`src/rtl/dma_apb_slave_regs_if.sv`:
```
// APB bus bundle between the DMA APB decoder/mux (master side) and the
// DMA channel register completer (slave side).
interface dma_apb_slave_regs_if #(
    parameter int AW = 16,
    parameter int DW = 16
);
    logic          psel;
    logic          penable;
    logic          pwrite;
    logic [AW-1:0] paddr;
    logic [DW-1:0] pwdata;
    logic          pready;
    logic [DW-1:0] prdata;
    logic          pslverr;

    modport master (
        output psel, penable, pwrite, paddr, pwdata,
        input  pready, prdata, pslverr
    );

    modport slave (
        input  psel, penable, pwrite, paddr, pwdata,
        output pready, prdata, pslverr
    );
endinterface

```
`src/rtl/dma_apb_slave_regs.sv`:
```
// DMA channel control/status registers behind an APB completer.
// Holds SRC/DST/LEN/CTRL, issues a one-cycle start pulse to the engine,
// tracks the sticky DONE flag and raises the interrupt.
module dma_apb_slave_regs #(
    parameter int APB_ADDR_WIDTH = 16,
    parameter int APB_DATA_WIDTH = 16,
    parameter int WAIT_STATES    = 0
) (
    input  logic                      i_clk,
    input  logic                      i_rst_n,
    dma_apb_slave_regs_if.slave       apb,
    output logic [APB_DATA_WIDTH-1:0] o_src_addr,
    output logic [APB_DATA_WIDTH-1:0] o_dst_addr,
    output logic [APB_DATA_WIDTH-1:0] o_len,
    output logic                      o_start,
    output logic                      o_irq,
    input  logic                      i_busy,
    input  logic                      i_done
);
    localparam int AW    = APB_ADDR_WIDTH;
    localparam int DW    = APB_DATA_WIDTH;
    localparam int OFS_W = $clog2(DW / 8);
    // The first access cycle is spent in IDLE, so WAIT counts one less
    // than the requested number of extra cycles.
    localparam logic [3:0] WS_LOAD = (WAIT_STATES > 0) ? 4'(WAIT_STATES - 1) : 4'd0;

    typedef enum logic [1:0] {S_IDLE, S_WAIT, S_RESP} state_t;

    state_t        state_q;
    logic [3:0]    cnt_q;
    logic          pready_q;
    logic [DW-1:0] prdata_q;
    logic          pslverr_q;

    logic [DW-1:0] src_q, src_d;
    logic [DW-1:0] dst_q, dst_d;
    logic [DW-1:0] len_q, len_d;
    logic          irq_en_q, irq_en_d;
    logic          done_q, done_d;
    logic          start_q, start_d;

    logic [AW-1:0] idx;
    logic [2:0]    sel;
    logic          idx_ok;
    logic          err_now;
    logic          wr_fire;
    logic [DW-1:0] rd_data;

    assign idx    = apb.paddr >> OFS_W;
    assign idx_ok = (idx <= AW'(4));
    assign sel    = idx[2:0];

    // A START request while the engine is busy rejects the whole CTRL write.
    assign err_now = !idx_ok || (apb.pwrite && (sel == 3'd3) && apb.pwdata[0] && i_busy);

    // Register writes land on the edge that ends the response cycle.
    assign wr_fire = (state_q == S_RESP) && apb.psel && apb.pwrite && !pslverr_q && idx_ok;

    // Read mux over the current register values.
    always_comb begin
        rd_data = '0;
        if (idx_ok) begin
            case (sel)
                3'd0:    rd_data = src_q;
                3'd1:    rd_data = dst_q;
                3'd2:    rd_data = len_q;
                3'd3:    rd_data[1] = irq_en_q;
                3'd4:    begin
                             rd_data[0] = i_busy;
                             rd_data[1] = done_q;
                         end
                default: rd_data = '0;
            endcase
        end
    end

    // Next-state for the register file; a DONE pulse beats a same-cycle W1C.
    always_comb begin
        src_d    = src_q;
        dst_d    = dst_q;
        len_d    = len_q;
        irq_en_d = irq_en_q;
        done_d   = done_q;
        start_d  = 1'b0;
        if (wr_fire) begin
            case (sel)
                3'd0:    src_d = apb.pwdata;
                3'd1:    dst_d = apb.pwdata;
                3'd2:    len_d = apb.pwdata;
                3'd3:    begin
                             irq_en_d = apb.pwdata[1];
                             start_d  = apb.pwdata[0];
                         end
                3'd4:    if (apb.pwdata[1]) done_d = 1'b0;
                default: ;
            endcase
        end
        if (i_done) done_d = 1'b1;
    end

    // Register file state.
    always_ff @(posedge i_clk) begin
        if (!i_rst_n) begin
            src_q    <= '0;
            dst_q    <= '0;
            len_q    <= '0;
            irq_en_q <= 1'b0;
            done_q   <= 1'b0;
            start_q  <= 1'b0;
        end else begin
            src_q    <= src_d;
            dst_q    <= dst_d;
            len_q    <= len_d;
            irq_en_q <= irq_en_d;
            done_q   <= done_d;
            start_q  <= start_d;
        end
    end

    // APB access FSM with registered pready/prdata/pslverr.
    always_ff @(posedge i_clk) begin
        if (!i_rst_n) begin
            state_q   <= S_IDLE;
            cnt_q     <= 4'd0;
            pready_q  <= 1'b0;
            prdata_q  <= '0;
            pslverr_q <= 1'b0;
        end else begin
            case (state_q)
                S_IDLE: begin
                    if (apb.psel && apb.penable) begin
                        if (WAIT_STATES == 0) begin
                            state_q   <= S_RESP;
                            pready_q  <= 1'b1;
                            prdata_q  <= rd_data;
                            pslverr_q <= err_now;
                        end else begin
                            state_q <= S_WAIT;
                            cnt_q   <= WS_LOAD;
                        end
                    end
                end
                S_WAIT: begin
                    if (!apb.psel) begin
                        state_q <= S_IDLE;
                    end else if (cnt_q != 4'd0) begin
                        cnt_q <= cnt_q - 4'd1;
                    end else begin
                        state_q   <= S_RESP;
                        pready_q  <= 1'b1;
                        prdata_q  <= rd_data;
                        pslverr_q <= err_now;
                    end
                end
                default: begin
                    state_q   <= S_IDLE;
                    pready_q  <= 1'b0;
                    prdata_q  <= '0;
                    pslverr_q <= 1'b0;
                end
            endcase
        end
    end

    assign apb.pready  = pready_q;
    assign apb.prdata  = prdata_q;
    assign apb.pslverr = pslverr_q;
    assign o_src_addr  = src_q;
    assign o_dst_addr  = dst_q;
    assign o_len       = len_q;
    assign o_start     = start_q;
    assign o_irq       = done_q & irq_en_q;
endmodule
```
`src/flat_wrapper.sv`:
```
// flat-port wrapper written by rule: the top's interface ports become plain ports
module dma_apb_slave_regs_flat 
#(
    parameter int APB_ADDR_WIDTH = 16,
    parameter int APB_DATA_WIDTH = 16,
    parameter int WAIT_STATES    = 0
)
  (i_clk, i_rst_n, o_src_addr, o_dst_addr, o_len, o_start, o_irq, i_busy, i_done, apb_psel, apb_penable, apb_pwrite, apb_paddr, apb_pwdata, apb_pready, apb_prdata, apb_pslverr);
  dma_apb_slave_regs_if apb_i ();
  input  logic i_clk;
  input  logic i_rst_n;
  output logic [APB_DATA_WIDTH-1:0] o_src_addr;
  output logic [APB_DATA_WIDTH-1:0] o_dst_addr;
  output logic [APB_DATA_WIDTH-1:0] o_len;
  output logic o_start;
  output logic o_irq;
  input  logic i_busy;
  input  logic i_done;
  input wire logic [$bits(apb_i.psel)-1:0] apb_psel;
  input wire logic [$bits(apb_i.penable)-1:0] apb_penable;
  input wire logic [$bits(apb_i.pwrite)-1:0] apb_pwrite;
  input wire logic [$bits(apb_i.paddr)-1:0] apb_paddr;
  input wire logic [$bits(apb_i.pwdata)-1:0] apb_pwdata;
  output wire logic [$bits(apb_i.pready)-1:0] apb_pready;
  output wire logic [$bits(apb_i.prdata)-1:0] apb_prdata;
  output wire logic [$bits(apb_i.pslverr)-1:0] apb_pslverr;
  assign apb_i.psel = apb_psel;
  assign apb_i.penable = apb_penable;
  assign apb_i.pwrite = apb_pwrite;
  assign apb_i.paddr = apb_paddr;
  assign apb_i.pwdata = apb_pwdata;
  assign apb_pready = apb_i.pready;
  assign apb_prdata = apb_i.prdata;
  assign apb_pslverr = apb_i.pslverr;
  dma_apb_slave_regs #(.APB_ADDR_WIDTH(APB_ADDR_WIDTH), .APB_DATA_WIDTH(APB_DATA_WIDTH), .WAIT_STATES(WAIT_STATES)) u_core (.i_clk(i_clk), .i_rst_n(i_rst_n), .apb(apb_i), .o_src_addr(o_src_addr), .o_dst_addr(o_dst_addr), .o_len(o_len), .o_start(o_start), .o_irq(o_irq), .i_busy(i_busy), .i_done(i_done));
endmodule
```
`config.mk`:
```
export PLATFORM = sky130hd
export DESIGN_NAME = dma_apb_slave_regs_flat
export DESIGN_NICKNAME = d
export VERILOG_FILES = /design/src/rtl/dma_apb_slave_regs_if.sv /design/src/rtl/dma_apb_slave_regs.sv /design/src/flat_wrapper.sv
export SDC_FILE = /design/constraint.sdc
export NUM_CORES = 1
export LEC_CHECK = 0
export ABC_AREA = 0
export CAP_MARGIN = 5
export CORE_UTILIZATION = 40
export DETAILED_ROUTE_END_ITERATION = 10
export PLACE_DENSITY = 0.83
export SLEW_MARGIN = 20
export SYNTH_ARGS = -nofsm -noshare
export SYNTH_HDL_FRONTEND = slang
export SYNTH_SLANG_ARGS = --single-unit
```
`constraint.sdc`:
```
create_clock -name i_clk -period 1.45 [get_ports i_clk]
set_input_delay 0.29 -clock i_clk [delete_from_list [all_inputs] [get_ports i_clk]]
set_output_delay 0.29 -clock i_clk [all_outputs]
set_load 0.1 [all_outputs]
```
# Word-level counts from Yosys, hierarchy flattened
# Cells that the tools add are included.
# classes
n_addsub	1
multipliers	0
div	0
magnitude_cmp	1
n_eq_ne	10
shifts	0
n_mux	24
n_bitwise	1
reduce_logical	26
# ops
op	n
2-to-1 mux 16 bit	4
one-hot mux 14 bit (3 select lines)	1
one-hot mux 16 bit (2 select lines)	1
less-or-equal comparator 15 x 3 -> 1 bit, second input constant	1
AND reduction 3 bit	4
2-to-1 mux 1 bit	10
AND reduction 2 bit	5
logical AND 1 bit	8
== test 3 x 2 -> 1 bit, second input constant	2
2-to-1 mux 2 bit	3
nonzero test 2 bit	3
one-hot mux 1 bit (5 select lines)	1
!= test 2 bit, second input constant	2
one-hot mux 1 bit (2 select lines)	2
one-hot mux 1 bit (4 select lines)	1
one-hot mux 2 bit (2 select lines)	1
nonzero test 4 bit	1
subtractor 4 x 1 -> 4 bit, second input constant	1
== test 3 x 1 -> 1 bit, second input constant	1
== test 3 bit, second input constant	1
zero test 3 bit	1
!= test 3 bit, second input constant	1
== test 2 x 1 -> 1 bit, second input constant	1
== test 2 bit, second input constant	1
other kinds (5)	6
# word_totals
regBits	75
latchBits	0
ramBits	0
mem_bits_ro	0
input_bits	39
output_inout_bits	68
mem_count	0

# Logic depth before layout (Yosys ltp)
# depth
word_depth	8
mapped_depth	6

# Worst setup path before layout
# OpenSTA, ideal clock, no wires.
# synth_timing
path_type	register to register
startpoint	register, netlist name u_core.apb.pready
endpoint	register u_core.dst_q[10], in the netlist u_core.o_dst_addr[10]
arrival_ns	2.004
setup_slack_ns	-0.675
stages_incl_launch_ff	7
path_buffers	2
cell_sequence	dfxtp_1 -> and4b_1 -> and4_4 -> nand3b_2 -> buf_6 -> buf_6 -> mux2i_1
# synth_rtl
element	line_no	text
end signal: assignment	dma_apb_slave_regs.sv:112	dst_q <= dst_d;
end: declaration	dma_apb_slave_regs.sv:36	logic [DW-1:0] dst_q, dst_d;

# Final worst setup path
# layout_timing
startpoint	input apb_paddr[10]
endpoint	register u_core.dst_q[13], in the netlist u_core.o_dst_addr[13]
# layout_via
elab_chain_cells	3
# layout_rtl
element	line_no	text
start: declaration	flat_wrapper.sv:22	input wire logic [$bits(apb_i.paddr)-1:0] apb_paddr;
less-or-equal comparator 15 x 3 -> 1 bit	dma_apb_slave_regs.sv:50	assign idx_ok = (idx <= AW'(4));
logical AND 1 bit	dma_apb_slave_regs.sv:57	assign wr_fire = (state_q == S_RESP) && apb.psel && apb.pwrite && !pslverr_q && idx_ok;
AND reduction 2 bit (no line)	n/a	
# No other way between the ends.
# A chain may end at the register's enable or synchronous reset.

==> impl_results.md <==
* Layout cell share with drive strength beyond 1 at between 30% and 40%
* Routed wire length at 8460 µm
* Dpl cells at a little over 500
* Unrepaired setup endpoints after global routing: true
* CTS max path bufs at 2
* Final Max Slew Viols at 0
* Number of hold violations in the final report at 0
* H-tree Lvls at 3
* Largest fanout on the critical path at 6
* Routed Antenna Nets at 0
* Reg2reg path depth at 5
* Peak supply drop at 0.000607 V
* Port Buf Inserts at 105
* Root buffer selected by CTS: clkbuf_8
* Hold_sp: apb_paddr[6]
* Rel. slew slack at approximately 75%
* Final setup fails at 5
* Setup WS pre-CTS at -535 ps
* Drc violations at 0
* Synth-to-Final Area Change at 78.0%
* Hpwl dp at 6330 µm
* Synth Net Count at 343
* Max stage delay on crit path at about 450 ps
* Worst Tran Pin Value at 378 ps
* R2R Setup Slk at -30 ps
* Clock Skew at between 9 and 10 ps
* Clock-pin slew on the worst setup and hold paths at 70 ps
* Commonest non-fill, non-tap cell in the layout: nand2_1
* GRT Overall Usage at 22.0%
* Type of destination of the critical path: register
* DR vias at 2705
* Pleak at between 2 and 2.5 nW
* R2R Path End: u_core.o_dst_addr[13]
* Final nets at 462
* Crit path cell chain: clkdlybuf4s50_1 -> nor4_4 -> and4_4 -> nand3b_4 -> buf_8 -> mux2i_2
* Post-Syn Area at roughly 3000 µm²
* Initial antenna violation count at 0
* Crit path kind: in -> reg
* Via density per instance at 5.13
* Full die area at between 7000 and 8000 µm²
* Worst Hold Class: in -> reg
* Die Ht at 88.2 µm
* Mapped Cells at 304
* Commonest non-fill, non-tap cells in the layout: nand2_1, buf_12, dfxtp_1
* Power Density at 761 nW/µm²
* #FFs+latches synth at between 60 and 70
* Max cap viols at 0
* Fillers at 481
* Global-route wire length before repair at 12800 µm
* First-pass detailed-route iteration total at 4
* CTS tree: built
* Area of the multi-input gates at 1520 µm²
* Placed cell area at roughly 5000 µm²
* I/O pin cnt at ~110
* WHS Path Cells at 4
* CP max-delay cell: clkdlybuf4s50_1
* Worst hold endpoint: u_core.o_start
* Non-Filler Instances at 527
* Final WS setup at -59.7 ps
* Drt wl/cell at around 16 µm
* Seq. cell area at between 1000 and 1500 µm²
* WP data arrival at 1760 ps
* Starting Density at just over 40%
* Iter 0 DRT Violations at 126
* Final worst path period share at 104%
* Clock Sink Count at between 60 and 70
* Startpoint Class: input pin
* Outcome: finished, violations left
* Total congestion overflow at 0
* Sequential cell area fraction in the yosys report at 46.5%
* Core area at 7210 µm²
* Site row count at 31
* Yosys cell types at 29
* Crit path time final at between 1500 and 2000 ps
* Die W at 88.2 µm
* Pin count of the biggest net entering global routing at just under 70
* Synth warnings at 0
* # diodes at 0
* Crit path required time at between 1500 and 2000 ps
* Vias in the first global route at roughly 2600
* Avg Inst Size Synth at roughly 9.8 µm²
* Failing checks: negative setup slack
* Reg2reg start: u_core.apb.pslverr
* CTS Buf Count at 9
* Design Area, Final at roughly 5300 µm²
* RD Place Congestion at 0.822
* Clock Latency Late Sink at 340 ps
* Highest clock rate at approximately 660 MHz
==> report_power, final <==
group / internal, mW / switching (mW)
clock network: 1.07 / 0.722
logic: 0.165 / 0.175
registers: 1.90 / 0.00390
total: 3.13 / 0.901
==> Yosys cell counts <==
library cell / instances / area, µm²
and4_4: 1 / 11.3
o21a_1: 2 / 15.0
o21ai_0: 17 / 85.1
nand3b_2: 2 / 22.5
nand3_1: 4 / 20.0
nor2_1: 2 / 7.51
nor4_4: 3 / 63.8
nor3b_1: 1 / 7.51
and2_1: 1 / 6.26
a21oi_1: 2 / 10.0
nand4_1: 1 / 6.26
nor4bb_1: 2 / 20.0
nor2b_1: 2 / 12.5
mux2i_1: 64 / 641
nand2_1: 82 / 308
and3_1: 4 / 25.0
dfxtp_1: 69 / 1380
mux4_2: 1 / 22.5
a31oi_1: 1 / 6.26
clkbuf_1: 12 / 45.0
a22o_1: 15 / 131
nand2b_1: 1 / 6.26
buf_2: 4 / 20.0
buf_4: 1 / 7.51
and4b_1: 1 / 10.0
buf_6: 5 / 56.3
nand2_2: 1 / 6.26
nor3_1: 2 / 10.0
nand4b_1: 1 / 8.76
==> area by class of cell <==
type                    instances  area share (%)
repair buffers                130            38.2
multi-input cells             213            28.7
flip-flops and latches         69            26.4
clock buffers                  11            2.86
well taps                      99            2.34
clock inverters                 5            1.56
==> through the flow <==
stage	utilization [%]	TNS, ps	hold slack (ps)	power, mW
2_1_floorplan	-	-5200	414	2.08
3_3_place_gp	68.8	-27070	456	2.27
3_5_place_dp	68.8	-32180	468	2.28
4_1_cts	72.8	-8.32	411	4.04
5_1_grt	73.3	-796	404	4.16
6_report	73.3	-138	394	4.03
==> kinds of logic after synthesis <==
| logic type | share of synthesized area (%) |
|---|---|
| AO/OA/AOI/OAI | 8.33 |
| multiplexers | 22.3 |
| AND/OR/NAND/NOR | 18.6 |
| flip-flops | 46.5 |
| buffers and inverters | 4.33 |
==> registers in the layout, indices dropped and copies added, names as in the netlist <==
| name | count |
|---|---|
| u_core.o_dst_addr | 16 |
| u_core.o_src_addr | 16 |
| u_core.o_len | 16 |
| u_core.irq_en_q | 1 |
| u_core.done_q | 1 |
| u_core.apb.pslverr | 1 |
| u_core.apb.pready | 1 |
| u_core.apb.prdata | 16 |
| u_core.o_start | 1 |
==> critical path, delay by kind of cell <==
kind                   cells  cell delay, ps
buffers and inverters      2             610
muxes                      1             210
and+or+nand+nor            3             650
==> metal layers <==
layer	GRT usage (%)	share of wire, %	up-vias
li1	-	-	1296
met1	26.9	41	1300
met2	38.6	51	93
met3	3.26	5.5	16
met4	9.38	2.2	0
met5	0	0	-
==> worst max-delay path by stage <==
stage	depth (start not counted)	slack, ps	endpoint	startpoint
2_1_floorplan	6	-170	u_core.o_dst_addr[10]	u_core.apb.pready
3_3_place_gp	5	-450	u_core.apb.prdata[1]	apb_paddr[1]
3_5_place_dp	6	-530	u_core.o_dst_addr[13]	apb_paddr[4]
4_1_cts	5	-8	u_core.o_dst_addr[13]	u_core.apb.pslverr
5_1_grt	5	-70	u_core.o_src_addr[3]	u_core.apb.pslverr
6_report	6	-60	u_core.o_dst_addr[13]	apb_paddr[10]
==> what timing repair did <==
action	in CTS	in global routing
gates resized for setup	28	10
gates cloned	0	1
hold buffers	0	0
setup buffers	1	0
pin swaps	5	3
endpoints found under the setup margin	64	54
(Power assumes the default switching activity.)
